## src/rtl/easyaxi_slv_pkg.sv

```systemverilog
// -----------------------------------------------------------------------------
// easyaxi_slv_pkg
//   Shared AXI widths and encodings for the EasyAXI blocks. It also holds the
//   queued AR request record, the registered R beat record, and the rule that
//   decides whether a burst is answered with SLVERR.
// -----------------------------------------------------------------------------
package easyaxi_slv_pkg;

   localparam int AXI_ID_W    = 4;
   localparam int AXI_ADDR_W  = 32;
   localparam int AXI_DATA_W  = 32;
   localparam int AXI_LEN_W   = 8;
   localparam int AXI_SIZE_W  = 3;
   localparam int AXI_BURST_W = 2;
   localparam int AXI_RESP_W  = 2;

   localparam logic [AXI_BURST_W-1:0] AXI_BURST_FIXED = 2'b00;
   localparam logic [AXI_BURST_W-1:0] AXI_BURST_INCR  = 2'b01;
   localparam logic [AXI_BURST_W-1:0] AXI_BURST_WRAP  = 2'b10;
   localparam logic [AXI_BURST_W-1:0] AXI_BURST_RSVD  = 2'b11;

   localparam logic [AXI_RESP_W-1:0] AXI_RESP_OKAY   = 2'b00;
   localparam logic [AXI_RESP_W-1:0] AXI_RESP_EXOKAY = 2'b01;
   localparam logic [AXI_RESP_W-1:0] AXI_RESP_SLVERR = 2'b10;
   localparam logic [AXI_RESP_W-1:0] AXI_RESP_DECERR = 2'b11;

   localparam logic [AXI_SIZE_W-1:0] AXI_SIZE_1B   = 3'd0;
   localparam logic [AXI_SIZE_W-1:0] AXI_SIZE_2B   = 3'd1;
   localparam logic [AXI_SIZE_W-1:0] AXI_SIZE_4B   = 3'd2;
   localparam logic [AXI_SIZE_W-1:0] AXI_SIZE_8B   = 3'd3;
   localparam logic [AXI_SIZE_W-1:0] AXI_SIZE_16B  = 3'd4;
   localparam logic [AXI_SIZE_W-1:0] AXI_SIZE_32B  = 3'd5;
   localparam logic [AXI_SIZE_W-1:0] AXI_SIZE_64B  = 3'd6;
   localparam logic [AXI_SIZE_W-1:0] AXI_SIZE_128B = 3'd7;

   // One queued read request.
   typedef struct packed {
      logic [AXI_ID_W-1:0]    id;
      logic [AXI_ADDR_W-1:0]  addr;
      logic [AXI_LEN_W-1:0]   len;
      logic [AXI_SIZE_W-1:0]  size;
      logic [AXI_BURST_W-1:0] burst;
   } ar_req_t;

   localparam int AR_REQ_W = $bits(ar_req_t);

   // Registered payload of the R beat currently presented.
   typedef struct packed {
      logic [AXI_DATA_W-1:0] data;
      logic [AXI_RESP_W-1:0] resp;
      logic                  last;
   } r_beat_t;

   // Bursts this slave refuses as a whole: reserved burst type, more than
   // eight beats, or a WRAP whose beat count is not 2, 4 or 8.
   function automatic logic burst_is_illegal(input logic [AXI_BURST_W-1:0] burst,
                                             input logic [AXI_LEN_W-1:0]   len);
      logic wrap_len_ok;
      wrap_len_ok = (len == 8'd1) || (len == 8'd3) || (len == 8'd7);
      return (burst == AXI_BURST_RSVD) || (len > 8'd7) ||
             ((burst == AXI_BURST_WRAP) && !wrap_len_ok);
   endfunction

endpackage

```

## src/rtl/easyaxi_slv_if.sv

```systemverilog
// -----------------------------------------------------------------------------
// easyaxi_slv_if
//   AXI read channels (AR and R) between the EasyAXI read master and slave.
//   master modport: drives AR payload/valid and rready.
//   slave  modport: drives arready and the R payload/valid.
// -----------------------------------------------------------------------------
interface easyaxi_slv_if;
   import easyaxi_slv_pkg::*;

   logic                   axi_slv_arvalid;
   logic                   axi_slv_arready;
   logic [AXI_ID_W-1:0]    axi_slv_arid;
   logic [AXI_ADDR_W-1:0]  axi_slv_araddr;
   logic [AXI_LEN_W-1:0]   axi_slv_arlen;
   logic [AXI_SIZE_W-1:0]  axi_slv_arsize;
   logic [AXI_BURST_W-1:0] axi_slv_arburst;

   logic                   axi_slv_rvalid;
   logic                   axi_slv_rready;
   logic [AXI_ID_W-1:0]    axi_slv_rid;
   logic [AXI_DATA_W-1:0]  axi_slv_rdata;
   logic [AXI_RESP_W-1:0]  axi_slv_rresp;
   logic                   axi_slv_rlast;

   modport master (
      output axi_slv_arvalid, axi_slv_arid, axi_slv_araddr, axi_slv_arlen,
             axi_slv_arsize, axi_slv_arburst, axi_slv_rready,
      input  axi_slv_arready, axi_slv_rvalid, axi_slv_rid, axi_slv_rdata,
             axi_slv_rresp, axi_slv_rlast
   );

   modport slave (
      input  axi_slv_arvalid, axi_slv_arid, axi_slv_araddr, axi_slv_arlen,
             axi_slv_arsize, axi_slv_arburst, axi_slv_rready,
      output axi_slv_arready, axi_slv_rvalid, axi_slv_rid, axi_slv_rdata,
             axi_slv_rresp, axi_slv_rlast
   );

endinterface

```

## src/rtl/easyaxi_sync_fifo.sv

```systemverilog
// -----------------------------------------------------------------------------
// easyaxi_sync_fifo
//   Single-clock FIFO with full/empty flags. The head entry is always visible
//   on rdata. A push while full and a pop while empty are ignored. A push and
//   a pop in the same cycle are both performed.
//   Ports: clk, rst_n (async, active-low), push/wdata/full, pop/rdata/empty.
// -----------------------------------------------------------------------------
module easyaxi_sync_fifo #(
   parameter int WIDTH = 8,
   parameter int DEPTH = 4      // power of 2, >= 1
) (
   input  logic             clk,
   input  logic             rst_n,
   input  logic             push,
   input  logic [WIDTH-1:0] wdata,
   output logic             full,
   input  logic             pop,
   output logic [WIDTH-1:0] rdata,
   output logic             empty
);

   localparam int PTR_W = (DEPTH > 1) ? $clog2(DEPTH) : 1;
   localparam int CNT_W = $clog2(DEPTH + 1);

   logic [WIDTH-1:0] mem_q [DEPTH];
   logic [PTR_W-1:0] wr_ptr_q, wr_ptr_d;
   logic [PTR_W-1:0] rd_ptr_q, rd_ptr_d;
   logic [CNT_W-1:0] count_q, count_d;
   logic             push_ok, pop_ok;

   function automatic logic [PTR_W-1:0] ptr_inc(input logic [PTR_W-1:0] p);
      if (DEPTH == 1) return '0;
      return (p == PTR_W'(DEPTH - 1)) ? '0 : p + PTR_W'(1);
   endfunction

   assign full    = (count_q == CNT_W'(DEPTH));
   assign empty   = (count_q == '0);
   assign push_ok = push & ~full;
   assign pop_ok  = pop & ~empty;
   assign rdata   = mem_q[rd_ptr_q];

   always_comb begin
      // NOTE: every _d starts as its _q so that no path through the block
      // leaves it unassigned, which would infer a latch.
      wr_ptr_d = wr_ptr_q;
      rd_ptr_d = rd_ptr_q;
      count_d  = count_q;
      if (push_ok) wr_ptr_d = ptr_inc(wr_ptr_q);
      if (pop_ok)  rd_ptr_d = ptr_inc(rd_ptr_q);
      unique case ({push_ok, pop_ok})
         2'b10:   count_d = count_q + CNT_W'(1);
         2'b01:   count_d = count_q - CNT_W'(1);
         default: count_d = count_q;
      endcase
   end

   // NOTE: flops use non-blocking assignments so every register samples the
   // pre-edge values of the others, matching the hardware.
   always_ff @(posedge clk or negedge rst_n) begin
      if (!rst_n) begin
         wr_ptr_q <= '0;
         rd_ptr_q <= '0;
         count_q  <= '0;
      end else begin
         wr_ptr_q <= wr_ptr_d;
         rd_ptr_q <= rd_ptr_d;
         count_q  <= count_d;
      end
   end

   // NOTE: the storage array has no reset. Entries are only read after a
   // push has written them, and a reset port would stop it mapping to RAM.
   always_ff @(posedge clk) begin
      if (push_ok) mem_q[wr_ptr_q] <= wdata;
   end

endmodule

```

## src/rtl/easyaxi_slv.sv

```systemverilog
// -----------------------------------------------------------------------------
// easyaxi_slv
//   AXI read slave. AR requests are queued up to OST_DEPTH deep and answered
//   in order. After RD_LAT wait cycles, a burst of len+1 R beats follows, with
//   FIXED/INCR/WRAP address sequencing. The read data is the zero-extended beat
//   address. Illegal bursts answer SLVERR on every beat. Beats at or above
//   ADDR_LIMIT answer DECERR. Error beats carry zero data.
//   Ports: clk, rst_n (async, active-low), axi (easyaxi_slv_if.slave).
// -----------------------------------------------------------------------------
module easyaxi_slv import easyaxi_slv_pkg::*; #(
   parameter int                    OST_DEPTH  = 4,
   parameter int                    RD_LAT     = 2,
   parameter logic [AXI_ADDR_W-1:0] ADDR_LIMIT = 'h100
) (
   input logic         clk,
   input logic         rst_n,
   easyaxi_slv_if.slave axi
);

   localparam int CNT_W = (RD_LAT < 1) ? 1 : $clog2(RD_LAT + 1);

   typedef enum logic [1:0] {
      ST_IDLE = 2'd0,
      ST_WAIT = 2'd1,
      ST_DATA = 2'd2
   } state_t;

   state_t                 state_q, state_d;
   logic [CNT_W-1:0]       cnt_q, cnt_d;
   logic [AXI_ID_W-1:0]    id_q, id_d;
   logic [AXI_ADDR_W-1:0]  addr_q, addr_d;
   logic [AXI_LEN_W-1:0]   len_q, len_d;
   logic [AXI_SIZE_W-1:0]  size_q, size_d;
   logic [AXI_BURST_W-1:0] burst_q, burst_d;
   logic [AXI_LEN_W-1:0]   beat_q, beat_d;
   logic                   err_q, err_d;
   logic                   rvalid_q, rvalid_d;
   r_beat_t                rbeat_q, rbeat_d;

   ar_req_t                ar_in, ar_head;
   logic                   fifo_full, fifo_empty, fifo_pop;
   logic [AXI_ADDR_W-1:0]  addr_nxt;
   logic [AXI_LEN_W-1:0]   beat_nxt;

   assign ar_in = '{id:    axi.axi_slv_arid,
                    addr:  axi.axi_slv_araddr,
                    len:   axi.axi_slv_arlen,
                    size:  axi.axi_slv_arsize,
                    burst: axi.axi_slv_arburst};

   easyaxi_sync_fifo #(
      .WIDTH (AR_REQ_W),
      .DEPTH (OST_DEPTH)
   ) u_ar_fifo (
      .clk   (clk),
      .rst_n (rst_n),
      .push  (axi.axi_slv_arvalid),
      .wdata (ar_in),
      .full  (fifo_full),
      .pop   (fifo_pop),
      .rdata (ar_head),
      .empty (fifo_empty)
   );

   // Address of the beat after 'addr'. WRAP folds back onto the aligned
   // container of (len+1)<<size bytes. Arithmetic truncates at AXI_ADDR_W.
   function automatic logic [AXI_ADDR_W-1:0] next_addr(
      input logic [AXI_ADDR_W-1:0]  addr,
      input logic [AXI_LEN_W-1:0]   len,
      input logic [AXI_SIZE_W-1:0]  size,
      input logic [AXI_BURST_W-1:0] burst);
      logic [AXI_ADDR_W-1:0] step, cont, base, nxt;
      step = AXI_ADDR_W'(1) << size;
      cont = (AXI_ADDR_W'(len) + AXI_ADDR_W'(1)) << size;
      base = addr & ~(cont - AXI_ADDR_W'(1));
      nxt  = addr + step;
      unique case (burst)
         AXI_BURST_FIXED: return addr;
         AXI_BURST_WRAP:  return (nxt == base + cont) ? base : nxt;
         default:         return nxt;
      endcase
   endfunction

   // Payload for one beat: SLVERR overrides DECERR, which overrides OKAY.
   function automatic r_beat_t make_beat(input logic [AXI_ADDR_W-1:0] addr,
                                         input logic [AXI_LEN_W-1:0]  beat,
                                         input logic [AXI_LEN_W-1:0]  len,
                                         input logic                  err);
      r_beat_t b;
      b.last = (beat == len);
      b.data = '0;
      if (err) begin
         b.resp = AXI_RESP_SLVERR;
      end else if (addr >= ADDR_LIMIT) begin
         b.resp = AXI_RESP_DECERR;
      end else begin
         b.resp = AXI_RESP_OKAY;
         b.data = AXI_DATA_W'(addr);
      end
      return b;
   endfunction

   assign addr_nxt = next_addr(addr_q, len_q, size_q, burst_q);
   assign beat_nxt = beat_q + AXI_LEN_W'(1);

   always_comb begin
      state_d  = state_q;
      cnt_d    = cnt_q;
      id_d     = id_q;
      addr_d   = addr_q;
      len_d    = len_q;
      size_d   = size_q;
      burst_d  = burst_q;
      beat_d   = beat_q;
      err_d    = err_q;
      rvalid_d = rvalid_q;
      rbeat_d  = rbeat_q;
      fifo_pop = 1'b0;

      unique case (state_q)
         ST_IDLE: begin
            if (!fifo_empty) begin
               fifo_pop = 1'b1;
               id_d     = ar_head.id;
               addr_d   = ar_head.addr;
               len_d    = ar_head.len;
               size_d   = ar_head.size;
               burst_d  = ar_head.burst;
               beat_d   = '0;
               err_d    = burst_is_illegal(ar_head.burst, ar_head.len);
               if (RD_LAT == 0) begin
                  state_d  = ST_DATA;
                  rvalid_d = 1'b1;
                  rbeat_d  = make_beat(ar_head.addr, '0, ar_head.len, err_d);
               end else begin
                  state_d = ST_WAIT;
                  cnt_d   = CNT_W'(RD_LAT);
               end
            end
         end
         ST_WAIT: begin
            cnt_d = cnt_q - CNT_W'(1);
            if (cnt_q == CNT_W'(1)) begin
               state_d  = ST_DATA;
               rvalid_d = 1'b1;
               rbeat_d  = make_beat(addr_q, '0, len_q, err_q);
            end
         end
         ST_DATA: begin
            // The payload only moves on a handshake, so it holds through stalls.
            if (axi.axi_slv_rready) begin
               if (rbeat_q.last) begin
                  state_d  = ST_IDLE;
                  rvalid_d = 1'b0;
                  rbeat_d  = '0;
               end else begin
                  addr_d  = addr_nxt;
                  beat_d  = beat_nxt;
                  rbeat_d = make_beat(addr_nxt, beat_nxt, len_q, err_q);
               end
            end
         end
         default: state_d = ST_IDLE;
      endcase
   end

   always_ff @(posedge clk or negedge rst_n) begin
      if (!rst_n) begin
         state_q  <= ST_IDLE;
         cnt_q    <= '0;
         id_q     <= '0;
         addr_q   <= '0;
         len_q    <= '0;
         size_q   <= '0;
         burst_q  <= '0;
         beat_q   <= '0;
         err_q    <= 1'b0;
         rvalid_q <= 1'b0;
         rbeat_q  <= '0;
      end else begin
         state_q  <= state_d;
         cnt_q    <= cnt_d;
         id_q     <= id_d;
         addr_q   <= addr_d;
         len_q    <= len_d;
         size_q   <= size_d;
         burst_q  <= burst_d;
         beat_q   <= beat_d;
         err_q    <= err_d;
         rvalid_q <= rvalid_d;
         rbeat_q  <= rbeat_d;
      end
   end

   // Ready is not looked ahead: a full queue refuses even when popping.
   assign axi.axi_slv_arready = ~fifo_full;
   assign axi.axi_slv_rvalid  = rvalid_q;
   assign axi.axi_slv_rid     = id_q;
   assign axi.axi_slv_rdata   = rbeat_q.data;
   assign axi.axi_slv_rresp   = rbeat_q.resp;
   assign axi.axi_slv_rlast   = rbeat_q.last;

endmodule
```

## src/flat_wrapper.sv

```systemverilog
// flat-port wrapper written by rule: the top's interface ports become plain ports
module easyaxi_slv_flat import easyaxi_slv_pkg::*;
#(
   parameter int                    OST_DEPTH  = 4,
   parameter int                    RD_LAT     = 2,
   parameter logic [AXI_ADDR_W-1:0] ADDR_LIMIT = 'h100
)
  (clk, rst_n, axi_axi_slv_arvalid, axi_axi_slv_arid, axi_axi_slv_araddr, axi_axi_slv_arlen, axi_axi_slv_arsize, axi_axi_slv_arburst, axi_axi_slv_rready, axi_axi_slv_arready, axi_axi_slv_rvalid, axi_axi_slv_rid, axi_axi_slv_rdata, axi_axi_slv_rresp, axi_axi_slv_rlast);
  easyaxi_slv_if axi_i ();
  input logic clk;
  input logic rst_n;
  input wire logic [$bits(axi_i.axi_slv_arvalid)-1:0] axi_axi_slv_arvalid;
  input wire logic [$bits(axi_i.axi_slv_arid)-1:0] axi_axi_slv_arid;
  input wire logic [$bits(axi_i.axi_slv_araddr)-1:0] axi_axi_slv_araddr;
  input wire logic [$bits(axi_i.axi_slv_arlen)-1:0] axi_axi_slv_arlen;
  input wire logic [$bits(axi_i.axi_slv_arsize)-1:0] axi_axi_slv_arsize;
  input wire logic [$bits(axi_i.axi_slv_arburst)-1:0] axi_axi_slv_arburst;
  input wire logic [$bits(axi_i.axi_slv_rready)-1:0] axi_axi_slv_rready;
  output wire logic [$bits(axi_i.axi_slv_arready)-1:0] axi_axi_slv_arready;
  output wire logic [$bits(axi_i.axi_slv_rvalid)-1:0] axi_axi_slv_rvalid;
  output wire logic [$bits(axi_i.axi_slv_rid)-1:0] axi_axi_slv_rid;
  output wire logic [$bits(axi_i.axi_slv_rdata)-1:0] axi_axi_slv_rdata;
  output wire logic [$bits(axi_i.axi_slv_rresp)-1:0] axi_axi_slv_rresp;
  output wire logic [$bits(axi_i.axi_slv_rlast)-1:0] axi_axi_slv_rlast;
  assign axi_i.axi_slv_arvalid = axi_axi_slv_arvalid;
  assign axi_i.axi_slv_arid = axi_axi_slv_arid;
  assign axi_i.axi_slv_araddr = axi_axi_slv_araddr;
  assign axi_i.axi_slv_arlen = axi_axi_slv_arlen;
  assign axi_i.axi_slv_arsize = axi_axi_slv_arsize;
  assign axi_i.axi_slv_arburst = axi_axi_slv_arburst;
  assign axi_i.axi_slv_rready = axi_axi_slv_rready;
  assign axi_axi_slv_arready = axi_i.axi_slv_arready;
  assign axi_axi_slv_rvalid = axi_i.axi_slv_rvalid;
  assign axi_axi_slv_rid = axi_i.axi_slv_rid;
  assign axi_axi_slv_rdata = axi_i.axi_slv_rdata;
  assign axi_axi_slv_rresp = axi_i.axi_slv_rresp;
  assign axi_axi_slv_rlast = axi_i.axi_slv_rlast;
  easyaxi_slv #(.OST_DEPTH(OST_DEPTH), .RD_LAT(RD_LAT), .ADDR_LIMIT(ADDR_LIMIT)) u_core (.clk(clk), .rst_n(rst_n), .axi(axi_i));
endmodule
```

## config.mk

```make
export PLATFORM = sky130hd
export DESIGN_NAME = easyaxi_slv_flat
export DESIGN_NICKNAME = d
export VERILOG_FILES = /design/src/rtl/easyaxi_slv_pkg.sv /design/src/rtl/easyaxi_slv_if.sv /design/src/rtl/easyaxi_sync_fifo.sv /design/src/rtl/easyaxi_slv.sv /design/src/flat_wrapper.sv
export SDC_FILE = /design/constraint.sdc
export NUM_CORES = 1
export LEC_CHECK = 0
export CORE_ASPECT_RATIO = 1.4
export CORE_MARGIN = 2
export CORE_UTILIZATION = 62
export CTS_CLUSTER_DIAMETER = 120
export DETAILED_ROUTE_END_ITERATION = 16
export GPL_ROUTABILITY_DRIVEN = 1
export PLACE_DENSITY_LB_ADDON = 0.1
export SYNTH_ARGS = -nofsm -noshare
export SYNTH_HDL_FRONTEND = slang
export SYNTH_SLANG_ARGS = --single-unit
```

## constraint.sdc

```tcl
create_clock -name clk -period 17.75 [get_ports clk]
set_input_delay 3.55 -clock clk [delete_from_list [all_inputs] [get_ports clk]]
set_output_delay 3.55 -clock clk [all_outputs]
set_load 0.02 [all_outputs]
```

# Word-level counts from Yosys, hierarchy flattened
# Memory sizes are Yosys's and may differ from the RTL's.
# Index checks and enable logic that the tools add are counted.
[totals]
regBits = 105
ram_bits = 196
in_bits = 53
out_inout_bits = 41
memories = 1
[memory_table]
columns = ["name", "words", "word_bits", "rd", "rd_ports_with_merged_regs", "wr", "line_no", "rtl"]
rows = [
  ["u_core.u_ar_fifo.mem_q", 4, 49, 1, 0, 1, "easyaxi_sync_fifo.sv:25", "logic [WIDTH-1:0] mem_q [DEPTH];"],
]
[op_classes]
add_sub_neg = 10
magnitude_cmp = 3
n_eq_ne = 21
n_shift = 2
mux = 40
n_bitwise = 6
reduce_logical = 20
[ops]
columns = ["operator", "count"]
rows = [
  ["32-bit 2-to-1 mux", 8],
  ["32-bit case mux with 2 select lines", 2],
  ["35-bit 2-to-1 mux", 3],
  ["35-bit case mux with 2 select lines", 1],
  ["32-bit adder", 2],
  ["32-bit by 9-bit greater-or-equal comparator with 1-bit output (second input constant)", 2],
  ["32-bit bitwise AND", 1],
  ["32-bit == test", 1],
  ["32-bit inverter", 1],
  ["1-bit by 3-bit << shifter with 32-bit output (first input constant)", 1],
  ["32-bit by 3-bit << shifter with 32-bit output", 1],
  ["32-bit by 1-bit subtractor with 32-bit output (second input constant)", 1],
  ["8-bit 2-to-1 mux", 3],
  ["2-bit 2-to-1 mux", 11],
  ["8-bit case mux with 2 select lines", 1],
  ["2-bit == test (second input constant)", 7],
  ["4-bit AND reduction", 3],
  ["8-bit by 1-bit adder with 9-bit output (second input constant)", 1],
  ["8-bit by 1-bit adder with 8-bit output (second input constant)", 1],
  ["8-bit by 1-bit == test with 1-bit output (second input constant)", 1],
  ["8-bit by 2-bit == test with 1-bit output (second input constant)", 1],
  ["8-bit by 3-bit == test with 1-bit output (second input constant)", 1],
  ["8-bit == test", 1],
  ["8-bit by 3-bit greater-than comparator with 1-bit output (second input constant)", 1],
  ["24 further kinds", 46],
]

# Longest topological paths before layout
# Gate-level depths: netlist of the first run.
[depth]
depth_word = 15
depth_mapped = 35
mapped_depth_nobuf = 30

# Cells and area by module
# Synthesis of the first run repeated with hierarchy kept, for this count alone.
[hier_totals]
cells_unflattened = 1675
area_unflattened_um2 = 18021.0
[by_module_without_submodules]
columns = ["mod", "n_inst", "cells_per_inst", "area_each_um2", "seq_area_each_um2"]
rows = [
  ["easyaxi_slv", 1, 1378, 10441.3, 2452.4],
  ["easyaxi_sync_fifo", 1, 297, 7579.8, 6060.8],
]

# Worst setup path after synthesis of the first run
# OpenSTA, ideal clock, no wires.
[synth_path]
kind = "register -> register"
startpoint = "register u_core.len_q[0]"
endpoint = "register u_core.rbeat_q, in the netlist u_core.axi.axi_slv_rresp[0]"
arrival_time_ps = 7130
path_slack_ps = 10494
path_stages_with_launch = 33
n_path_buf = 3
synth_period_minus_slack_ps = 7256
cell_sequence = "dfrtp_1 buf_2 inv_1 ha_1 nor2b_1 clkbuf_1 nand2_1 nand4_1 o22a_1 or4_4 buf_6 nor4_1 and2_1 ha_1 and2_1 ha_1 nand2_1 inv_1 nand2_1 nand2_1 nand2_1 o31a_1 a311o_1 nor4_1 nand4_1 or3_1 o31a_1 nor3_1 nor3b_1 or4_4 nor4_4 a21oi_1 a221o_1"
[synth_between]
elab_chain_cells = 15
[synth_lines]
columns = ["item", "line_no", "rtl"]
rows = [
  ["start: declaration", "easyaxi_slv.sv:32", "logic [AXI_LEN_W-1:0] len_q, len_d;"],
  ["start signal: assignment", "easyaxi_slv.sv:185", "len_q <= len_d;"],
  ["8-bit by 1-bit adder with 9-bit output *", "easyaxi_slv.sv:74", "cont = (AXI_ADDR_W'(len) + AXI_ADDR_W'(1)) << size;"],
  ["32-bit by 3-bit << shifter with 32-bit output *", "easyaxi_slv.sv:74", ""],
  ["32-bit by 1-bit subtractor with 32-bit output", "easyaxi_slv.sv:75", "base = addr & ~(cont - AXI_ADDR_W'(1));"],
  ["32-bit inverter", "easyaxi_slv.sv:75", ""],
  ["32-bit bitwise AND", "easyaxi_slv.sv:75", ""],
  ["32-bit adder", "easyaxi_slv.sv:79", "AXI_BURST_WRAP: return (nxt == base + cont) ? base : nxt;"],
  ["32-bit == test", "easyaxi_slv.sv:79", ""],
  ["32-bit 2-to-1 mux *", "easyaxi_slv.sv:79", ""],
  ["32-bit case mux with 2 select lines *", "easyaxi_slv.sv:77", "unique case (burst)"],
  ["32-bit by 9-bit greater-or-equal comparator with 1-bit output *", "easyaxi_slv.sv:94", "end else if (addr >= ADDR_LIMIT) begin"],
  ["2-bit 2-to-1 mux *", "easyaxi_slv.sv:94", ""],
  ["2-bit 2-to-1 mux *", "easyaxi_slv.sv:92", "if (err) begin"],
  ["35-bit 2-to-1 mux *", "easyaxi_slv.sv:152", "if (rbeat_q.last) begin"],
  ["35-bit 2-to-1 mux *", "easyaxi_slv.sv:151", "if (axi.axi_slv_rready) begin"],
  ["35-bit case mux with 2 select lines *", "easyaxi_slv.sv:120", "unique case (state_q)"],
  ["end signal: assignment", "easyaxi_slv.sv:191", "rbeat_q <= rbeat_d;"],
  ["end: declaration", "easyaxi_slv.sv:38", "r_beat_t rbeat_q, rbeat_d;"],
]
# Every way passes the cells marked *; elsewhere a longest branch is shown, timed or not. The select of a mux whose other input is x is not followed.
# A chain may end at the register's enable or synchronous reset.

# Worst setup path in the final report of the first run
# Same ends and word-level chain as after synthesis.

==> results of run 1 <==
[area by class of cell]
| class | count | area (um^2) |
|---|---|---|
| clock inverters | 14 | 231 |
| clock buffers | 34 | 702 |
| repair buffers | 116 | 1100 |
| well taps | 375 | 469 |
| multi-input cells | 1187 | 8530 |
| flip-flops and latches | 301 | 8520 |
| fillers | 1925 | 8510 |
| inverters | 42 | 158 |
| diodes | 1 | 2.50 |
[worst max-delay path by stage]
stage,cells after the start,to,slack [ns]
2_1_floorplan,32,u_core.axi.axi_slv_rresp[0],10.49
4_1_cts,28,u_core.axi.axi_slv_rresp[0],8.64
6_report,29,u_core.axi.axi_slv_rresp[0],8.42
3_5_place_dp,28,u_core.axi.axi_slv_rresp[0],8.68
5_1_grt,29,u_core.axi.axi_slv_rresp[0],7.83
3_3_place_gp,30,u_core.axi.axi_slv_rresp[0],8.89
[flip-flops by register name, indices dropped and copies added (netlist names)]
register / flops
u_core.u_ar_fifo.rd_ptr_q: 2
u_core.err_q: 1
u_core.size_q: 3
u_core.cnt_q: 2
u_core.state_q: 2
u_core.len_q: 8
u_core.axi.axi_slv_rlast: 1
u_core.beat_q: 8
u_core.u_ar_fifo.wr_ptr_q: 2
u_core.axi.axi_slv_rid: 4
u_core.u_ar_fifo.count_q: 3
u_core.axi.axi_slv_rresp: 2
u_core.axi.axi_slv_rdata: 32
u_core.burst_q: 2
u_core.axi.axi_slv_rvalid: 1
u_core.u_ar_fifo.mem_q: 196
u_core.addr_q: 32
[metrics by stage]
step	total power [mW]	hold slack, ns
2_1_floorplan	2.51	0.457
3_3_place_gp	3.02	0.468
3_5_place_dp	3.05	0.470
4_1_cts	3.69	0.490
5_1_grt	3.93	0.498
6_report	3.74	0.484
[layer usage]
layer / vias up / global-route usage, %
met2: 747 / 62.2
met3: 178 / 4.16
met1: 7016 / 45.5
met5: - / 0
met4: 4 / 17.2
li1: 6392 / -
[synth_stat cells (all sizes together), types with 10 or more instances]
master / number
inv: 40
xnor2: 56
a22oi: 12
and3: 29
and2: 43
edfxtp: 196
clkbuf: 72
o31ai: 12
nor4: 43
a211oi: 16
o21ai: 93
nor3: 43
xor2: 26
a31oi: 16
a32oi: 13
nor2: 104
buf: 37
mux2i: 16
or2: 12
ha: 26
mux4: 49
dfrtp: 105
or4: 10
nand2b: 13
or3: 18
o211ai: 24
a21o: 30
nand2: 127
nand3: 60
nand4: 22
a21oi: 96
mux2: 14
[power by group through the flow]
stage                     registers (mW)  clock network [mW]  logic [mW]
after floorplan                     1.01                   0        1.50
after global placement              1.15                   0        1.87
after detailed placement            1.16                   0        1.89
after CTS                           1.16               0.621        1.92
after global routing                1.18               0.645        2.10
final                               1.17               0.616        1.95
[layout by cell type, fill, tap and decap left out, types with 43 or more instances in the layout]
cell	Yosys	layout
edfxtp_1	196	196
nand2_1	127	127
nor2_1	104	103
dfrtp_1	105	103
a21oi_1	96	95
clkdlybuf4s50_1	0	92
o21ai_0	80	80
nand3_1	59	59
xnor2_1	55	55
mux4_2	49	49
and2_1	43	43
[worst max-delay path: cells and delay by family (launching register included)]
kind / cells / cell delay, ns
buf+inv: 2 / 0.28
xor+xnor: 1 / 0.15
flops: 1 / 0.63
simple gates: 13 / 4.94
fa+ha+maj: 3 / 1.01
compound gates: 10 / 2.19
[cell families (layout without fill, tap and decap cells)]
kind of cell    Yosys count  count (layout)
simple gates            558             558
xor+xnor                 82              82
compound gates          440             440
fa+ha+maj                28              28
flops                   301             301
buf+inv                 151             206
mux                      79              79
other cells               0               1
==> results.md, run 1 <==
* Die width at 147 um
* Synth cell types at 92
* Total GRT Usage at 36.0%
* Synth Area in Simple Gates at 16.7%
* Largest family of logic cells by synthesized area: compound AO/OA/AOI/OAI gates
* Bufs on Longest Clock Path at 3
* Clock skew at 0.0154 ns
* Final worst path period need at 9.33 ns
* Yosys warns at 0
* Vias at 14300
* Final core utilization at 69.8%
* Main flop type after synthesis: edfxtp_1
* Sequential Power Share at 31.2%
* Min-delay src: u_core.axi.axi_slv_rdata[30]
* Measured slew at the worst slew-check pin at 1.05 ns
* DRT Pass-1 Iters at 6
* Leakage power at 7.20 nW
* Antenna violation net count after detailed routing at 0
* Critical path capture point type: flop
* Async set-or-reset flop fraction in the synthesized netlist at 34.9%
* Final setup fails at 0
* Design area at 19700 um^2
* Internal power at 2.02 mW
* First-pass GRT wire length at 83000 um
* Drt initial violations at 1474
* Post-place setup slack at 8.68 ns
* Max VDD drop at 0.158 mV
* Crit start category: flop
* Die area at 29800 um^2
* Starting Density at 62.5%
* Hold crit path type: flop to flop
* Synth Area in Compound Gates at 17.3%
* Vias in the first global route at 14000
* Slowest CP cell: nor4_1
* Worst R2R Start: u_core.len_q[0]
* Slew Viols, Final at 0
* Share of cells above drive strength 1 at 10.4%
* DR vias/cell at 6.93
* Synth-to-layout area growth at 11.8%
* Post-Route WL at 53600 um
* Relative slew slack at 29.6%
* Clock Sinks at 301
* Grt ovf at 0
* Hold depth at 1
* Post-CTS sizing at 0
* Final worst slack at 8.42 ns
* Slowest cell delay on critical path at 0.85 ns
* CTS Root Cell: clkbuf_16
* Highest metal used: met5
* Logic pwr share at 52.3%
* Row count at 73
* Post-synth net total at 1720
* Post-Route Setup TNS at 0 ns
* Post-place instance area at 18800 um^2
* Most area-hungry cell type in the Yosys netlist: edfxtp_1
* Metal2 WL at 26800 um
* R2R Path End: u_core.axi.axi_slv_rresp[0]
* Seq cells post-synth at 301
* Post-synthesis sequential area ratio at 48.3%
* Fin crit share at 52.5%
* Run status: complete, no violations
* Final GP Congestion at 0.986
* Adder-Cell Fraction of Synth Area at 2.07%
* Nets@finish at 1755
* Met3 WL post-DR at 3500 um
* Multiplexer share of the synthesized area at 8.06%
* Max Fanout on Critical Path at 17
* XOR/XNOR Fraction of Synth Area at 4.12%
* R2R setup slack at 8.42 ns
* Sw frac at 45.9%
* CTS clock-pin slew for the worst setup and hold paths at 0.06 ns
* H-tree depth at 1
* CTS tree: built
* HPWL after DPL at 36800 um
* Mapped Area at 17600 um^2
* RSZ-0062 raised after global routing: false
* Syn_area_per_cell at 10.8 um^2
* Post-Place Cells at 2021
* DIE HEIGHT at 204 um
* Worst skew pair latency at 0.55 ns
* Fin. Hold Viols at 0
* Port Buffer Count at 93
* Fin cells at 2070
* DRC Markers at 0
* CTS buffer count at 26
* Synth top area cells: edfxtp_1 (33%), dfrtp_1 (15%), mux4_2 (6.3%), xnor2_1 (2.7%), a21oi_1 (2.7%)
* WP data arrival at 9.75 ns
* Max frequency at 0.107 GHz
* Post-Synthesis Cells at 1639
* Met1 Wirelength at 20300 um
* Clk pwr share at 16.5%
* WS Path Type: flop to flop
* Core area at 28200 um^2
* Post-CTS Hold Fix Bufs at 0
* Antenna violations before repair at 3
* Postcts setup bufs at 0
* Boundary Pins at 94
* R2R depth at 29
* Hold EP: u_core.axi.axi_slv_rdata[30]
* Critical Path Source: u_core.len_q[0]
* Number of synthesized flops with an enable pin at 196
* Total net switching power at 1.72 mW
* CP required at 18.17 ns
* Max-cap violations at 0
* Wirelength per Cell at 25.9 um
* PwrDens at 190 nW/um^2
* Pin count of the biggest net entering global routing at 75
* Synth top area share at 33.4%
Power figures use the tool's default switching activity.
==> run 2: changes to the inputs <==
--- a/config.mk
+++ b/config.mk
@@ -7,7 +7,7 @@
 export LEC_CHECK = 0
 export CORE_ASPECT_RATIO = 1.4
 export CORE_MARGIN = 2
-export CORE_UTILIZATION = 62
+export CORE_UTILIZATION = 61
 export CTS_CLUSTER_DIAMETER = 120
 export DETAILED_ROUTE_END_ITERATION = 16
 export GPL_ROUTABILITY_DRIVEN = 1
==> constraint.sdc (replaced) <==
create_clock -name clk -period 8.8 [get_ports clk]
set_input_delay 1.76 -clock clk [delete_from_list [all_inputs] [get_ports clk]]
set_output_delay 1.76 -clock clk [all_outputs]
set_load 0.02 [all_outputs]
==> run 2 against run 1 <==
Net effect: total power increased by 100%; routed wire length increased by 1.6%; clock skew increased by 0.0077 ns; worst setup slack got worse by 7.9 ns; clock power increased by 95%; combinational power increased by 110%; first-iteration DRC count increased by 0.20%; critical endpoint unchanged; register-to-register slack got worse by 7.9 ns; sequential power increased by 100%.
==> results.md, run 2 (same netlist as run 1, synthesis figures left out) <==
* Run status: complete, no violations
* Fin crit share at 93.8%
* Clock skew at 0.0231 ns
* DR vias/cell at 7.00
* Hold crit path type: flop to flop
* Bufs on Longest Clock Path at 3
* Final setup fails at 0
* Die area at 30300 um^2
* Post-Route WL at 54400 um
* Total GRT Usage at 36.3%
* R2R Path End: u_core.axi.axi_slv_rresp[0]
* H-tree depth at 1
* Post-CTS Hold Fix Bufs at 0
* Max-cap violations at 0
* DRT Pass-1 Iters at 6
* Fin. Hold Viols at 0
* Max Fanout on Critical Path at 14
* DRC Markers at 0
* Share of cells above drive strength 1 at 11.5%
* R2R depth at 30
* Critical path capture point type: flop
* Relative slew slack at 20.4%
* Hold slack final at 0.486 ns
* Max reg flops at 196
* CTS buffer count at 25
* Post-CTS sizing at 0
* Cell mode on critical path: nand2_1
* Register name with the most flops: u_core.u_ar_fifo.mem_q
* Vias in the first global route at 14300
* DIE HEIGHT at 205 um
* CTS Root Cell: clkbuf_16
* Worst skew pair latency at 0.54 ns
* Cell family with most CP delay: simple AND/OR/NAND/NOR gates
* CTS tree: built
* First-pass GRT wire length at 84200 um
* Slew Viols, Final at 0
* Slowest cell delay on critical path at 0.66 ns
* CTS clock-pin slew for the worst setup and hold paths at 0.08 ns
* Starting Density at 62.1%
* Post-place setup slack at 0.664 ns
* WP depth at 30
* CP required at 9.22 ns
* Commonest non-fill, non-tap cell in the layout: edfxtp_1
* Post-place instance area at 18900 um^2
* Row count at 73
* PwrDens at 384 nW/um^2
* WP data arrival at 8.68 ns
* Synth-to-layout area growth at 12.3%
* Final GP Congestion at 1.02
* Final core utilization at 69.7%
* Antenna violation net count after detailed routing at 0
* WP buf/inv at 4
* Layout fillers at 1966
* Die width at 148 um
* Final worst slack at 0.543 ns
* Leakage power at 7.26 nW
* Post-Route Setup TNS at 0 ns
* Postcts setup bufs at 0
* Antenna violations before repair at 1
* Drt initial violations at 1477
* Port Buffer Count at 93
* Clock Sinks at 301
* Max frequency at 0.121 GHz
* Measured slew at the worst slew-check pin at 1.19 ns
* Worst R2R Start: u_core.len_q[0]
* End of the critical path: u_core.axi.axi_slv_rresp[0]
* WS Path Type: flop to flop
* Nets@finish at 1771
* Core area at 28400 um^2
* HPWL after DPL at 38300 um
* Max VDD drop at 0.255 mV
* Most frequent cells in the layout: edfxtp_1 (196), nand2_1 (127), nor2_1 (103), dfrtp_1 (103), a21oi_1 (95)
* Design area at 19800 um^2
* R2R setup slack at 0.54 ns
* RSZ-0062 raised after global routing: false
* Vias at 14600
* Pin count of the biggest net entering global routing at 59
* Final worst path period need at 8.26 ns
* Crit start category: flop
* Boundary Pins at 94
* Critical Path Source: u_core.len_q[0]
* Grt ovf at 0
* Slowest CP cell: or4_4
* Wirelength per Cell at 26.1 um
run 2: changes by cell type in the layout (fill, tap and decap cells not counted), moves of 2 or more:
cell	delta
buf_4	+17
clkbuf_1	-6
clkbuf_8	+3
clkbuf_16	-2
clkinvlp_4	+2
run 2: worst min path at each step:
stage	slack [ns]	start	end	depth (start not counted)
after floorplan	0.46	u_core.cnt_q[0]	u_core.cnt_q[0]	1
after global placement	0.47	u_core.axi.axi_slv_rdata[24]	u_core.axi.axi_slv_rdata[24]	1
after detailed placement	0.47	u_core.axi.axi_slv_rdata[17]	u_core.axi.axi_slv_rdata[17]	1
after CTS	0.49	u_core.axi.axi_slv_rdata[24]	u_core.axi.axi_slv_rdata[24]	1
after global routing	0.50	u_core.axi.axi_slv_rdata[29]	u_core.axi.axi_slv_rdata[29]	1
final	0.49	u_core.axi.axi_slv_rdata[24]	u_core.axi.axi_slv_rdata[24]	1
run 2: routing by layer:
metal | share of wire [%] | vias to the layer above | wire (um) | track usage (%)
li1 | - | 6429 | - | -
met4 | 5.6 | 0 | 3050 | 18.1
met1 | 37 | 7111 | 20300 | 46.5
met5 | 0 | - | 0 | 0
met3 | 7.5 | 190 | 4090 | 4.50
met2 | 49 | 857 | 26900 | 61.3
run 2: worst register-to-register path, delay by kind of cell (launching register included):
family                   cells  cell delay (ns)
AND/OR/NAND/NOR             13             3.03
AO/OA/AOI/OAI                8             2.44
adder cells (fa/ha/maj)      3             0.91
buffers and inverters        4             0.73
flip-flops                   1             0.38
XOR/XNOR                     1             0.35
multiplexers                 1             0.31
run 2: area by class of cell:
| cell class | count | area (um^2) | share of cell area [%] |
|---|---|---|---|
| Multi-Input combinational cell | 1187 | 8530 | 43.1 |
| Clock inverter | 17 | 229 | 1.16 |
| Sequential cell | 301 | 8520 | 43.0 |
| Clock buffer | 29 | 671 | 3.39 |
| Antenna cell | 1 | 2.50 | 0.0126 |
| Inverter | 42 | 158 | 0.796 |
| Tap cell | 375 | 469 | 2.37 |
| Timing Repair Buffer | 133 | 1230 | 6.20 |
run 2: metrics by stage:
| step | power (mW) | instances |
|---|---|---|
| floorplan | 5.05 | 1639 |
| global placement | 6.21 | 2038 |
| detailed placement | 6.26 | 2038 |
| CTS | 7.50 | 2084 |
| global route | 7.98 | 2084 |
| finish | 7.60 | 2085 |
run 2: power by group:
| group | internal (mW) | switching, mW |
|---|---|---|
| Combinational | 1.51 | 2.54 |
| Clock | 0.699 | 0.499 |
| Sequential | 1.86 | 0.491 |
| Total | 4.07 | 3.53 |
==> run 3: changes to the inputs <==
--- a/config.mk
+++ b/config.mk
@@ -5,10 +5,10 @@
 export SDC_FILE = /design/constraint.sdc
 export NUM_CORES = 1
 export LEC_CHECK = 0
+export CAP_MARGIN = 20
 export CORE_ASPECT_RATIO = 1.4
 export CORE_MARGIN = 2
 export CORE_UTILIZATION = 61
-export CTS_CLUSTER_DIAMETER = 120
 export DETAILED_ROUTE_END_ITERATION = 16
 export GPL_ROUTABILITY_DRIVEN = 1
 export PLACE_DENSITY_LB_ADDON = 0.1
==> run 3 against run 2 <==
Net effect: core utilization grew 0.070 points; hold slack is essentially flat; via count grew 0.42%; sequential share of layout area is essentially flat; clock skew grew 0.0017 ns; sequential cell count is the same; total power is essentially flat; final cell count is essentially flat.
==> results.md, run 3 (same netlist as run 1, synthesis figures left out) <==
* CTS Root Cell: clkbuf_16
* Clock Sinks at 301
* Drt initial violations at 1586
* Max frequency at 0.121 GHz
* Wirelength per Cell at 26.0 um
* Boundary Pins at 94
* Max-cap violations at 0
* Vias at 14600
* Worst R2R Start: u_core.len_q[0]
* Commonest non-fill, non-tap cell in the layout: edfxtp_1
* H-tree depth at 1
* CP required at 9.22 ns
* Die width at 148 um
* Slowest cell delay on critical path at 0.67 ns
* DRC Markers at 0
* Bufs on Longest Clock Path at 3
* Cell mode on critical path: nand2_1
* Pin count of the biggest net entering global routing at 59
* Min-delay src: u_core.axi.axi_slv_rdata[24]
* Slew Viols, Final at 0
* Fin crit share at 93.9%
* Max reg flops at 196
* Post-Place Cells at 2038
* Final worst path period need at 8.26 ns
* Post-Route WL at 54300 um
* Port Buffer Count at 93
* Post-CTS sizing at 0
* Vias in the first global route at 14300
* First-pass GRT wire length at 84200 um
* Run status: complete, no violations
* Measured slew at the worst slew-check pin at 1.15 ns
* DIE HEIGHT at 205 um
* Final setup fails at 0
* WP data arrival at 8.68 ns
* Clock skew at 0.0248 ns
* CTS tree: built
* Final core utilization at 69.8%
* Worst skew pair latency at 0.54 ns
* DRT Pass-1 Iters at 6
* Fin. Hold Viols at 0
* Share of cells above drive strength 1 at 11.5%
* Starting Density at 62.1%
* Postcts setup bufs at 0
* Most frequent cells in the layout: edfxtp_1 (196), nand2_1 (127), nor2_1 (103), dfrtp_1 (103), a21oi_1 (95)
* Layout fillers at 1964
* Post-place instance area at 18900 um^2
* Critical Path Source: u_core.len_q[0]
* Max VDD drop at 0.251 mV
* Grt ovf at 0
* Total GRT Usage at 36.3%
* Max Fanout on Critical Path at 14
* Sequential cell area at 8520 um^2
* PwrDens at 384 nW/um^2
* WS Path Type: flop to flop
* Relative slew slack at 23.3%
* CTS buffer count at 25
* Design area at 19800 um^2
* DR vias/cell at 7.02
* Hold crit path type: flop to flop
* Post-CTS Hold Fix Bufs at 0
* Antenna violation net count after detailed routing at 0
* CTS clock-pin slew for the worst setup and hold paths at 0.08 ns
* HPWL after DPL at 38300 um
* Row count at 73
* Critical path capture point type: flop
* Multi-input logic area at 8530 um^2
* Slowest CP cell: or4_4
* Final GP Congestion at 1.02
* Fin cells at 2086
* Core area at 28400 um^2
* Crit start category: flop
* Synth-to-layout area growth at 12.5%
* Nets@finish at 1772
* Die area at 30300 um^2
* Antenna violations before repair at 1
* RSZ-0062 raised after global routing: false
* Register name with the most flops: u_core.u_ar_fifo.mem_q
* Post-Route Setup TNS at 0 ns
* Leakage power at 7.27 nW
[run 3: changes by cell type in the layout (fill, tap and decap cells not counted), sizes merged]
cell	change
buf	+1
[run 3: where the power goes]
group          internal [mW]  total, mW  switching [mW]
combinational           1.52       4.06            2.54
sequential              1.86       2.35           0.488
clock                  0.698       1.20           0.498
total                   4.08       7.61            3.53
[run 3: stage by stage]
stage / hold slack, ns / worst slack [ns] / power, mW
after detailed placement: 0.470 / 0.664 / 6.26
after CTS: 0.490 / 0.601 / 7.50
final: 0.486 / 0.540 / 7.61
after floorplan: 0.457 / 1.54 / 5.05
after global placement: 0.468 / 0.843 / 6.21
after global routing: 0.502 / 0.0290 / 7.99
[run 3: critical path, delay by kind of cell (launching register included)]
kind | cells | cell delay, ns
fa+ha+maj | 3 | 0.93
xor+xnor | 1 | 0.34
simple gates | 15 | 4.15
flops | 1 | 0.38
buf+inv | 2 | 0.28
compound gates | 8 | 2.06
[run 3: routing by layer]
metal,part of all wire (%),vias to the layer above,GRT usage (%)
met1,37,7139,46.5
met5,0,-,0
met2,50,878,61.3
met3,7.5,196,4.50
li1,-,6435,-
met4,5.5,0,18.1
[run 3: final cells by class]
type | instances | area share (%)
multi-input cells | 1187 | 43.0
flip-flops and latches | 301 | 43.0
repair buffers | 134 | 6.30
clock buffers | 29 | 3.38
well taps | 375 | 2.37
clock inverters | 17 | 1.16
inverters | 42 | 0.795
diodes | 1 | 0.0126
[run 3: worst paths after layout]
| check | to | slack (ns) | depth (start not counted) |
|---|---|---|---|
| max in group asynchronous | u_core.u_ar_fifo.rd_ptr_q[0] | 6.22 | 2 |
| max reg2reg | u_core.axi.axi_slv_rresp[0] | 0.54 | 29 |
| min | u_core.axi.axi_slv_rdata[24] | 0.49 | 1 |
| max | u_core.axi.axi_slv_rresp[0] | 0.54 | 29 |
| min reg2reg | u_core.axi.axi_slv_rdata[24] | 0.49 | 1 |
| min in group asynchronous | u_core.u_ar_fifo.wr_ptr_q[1] | 1.32 | 1 |
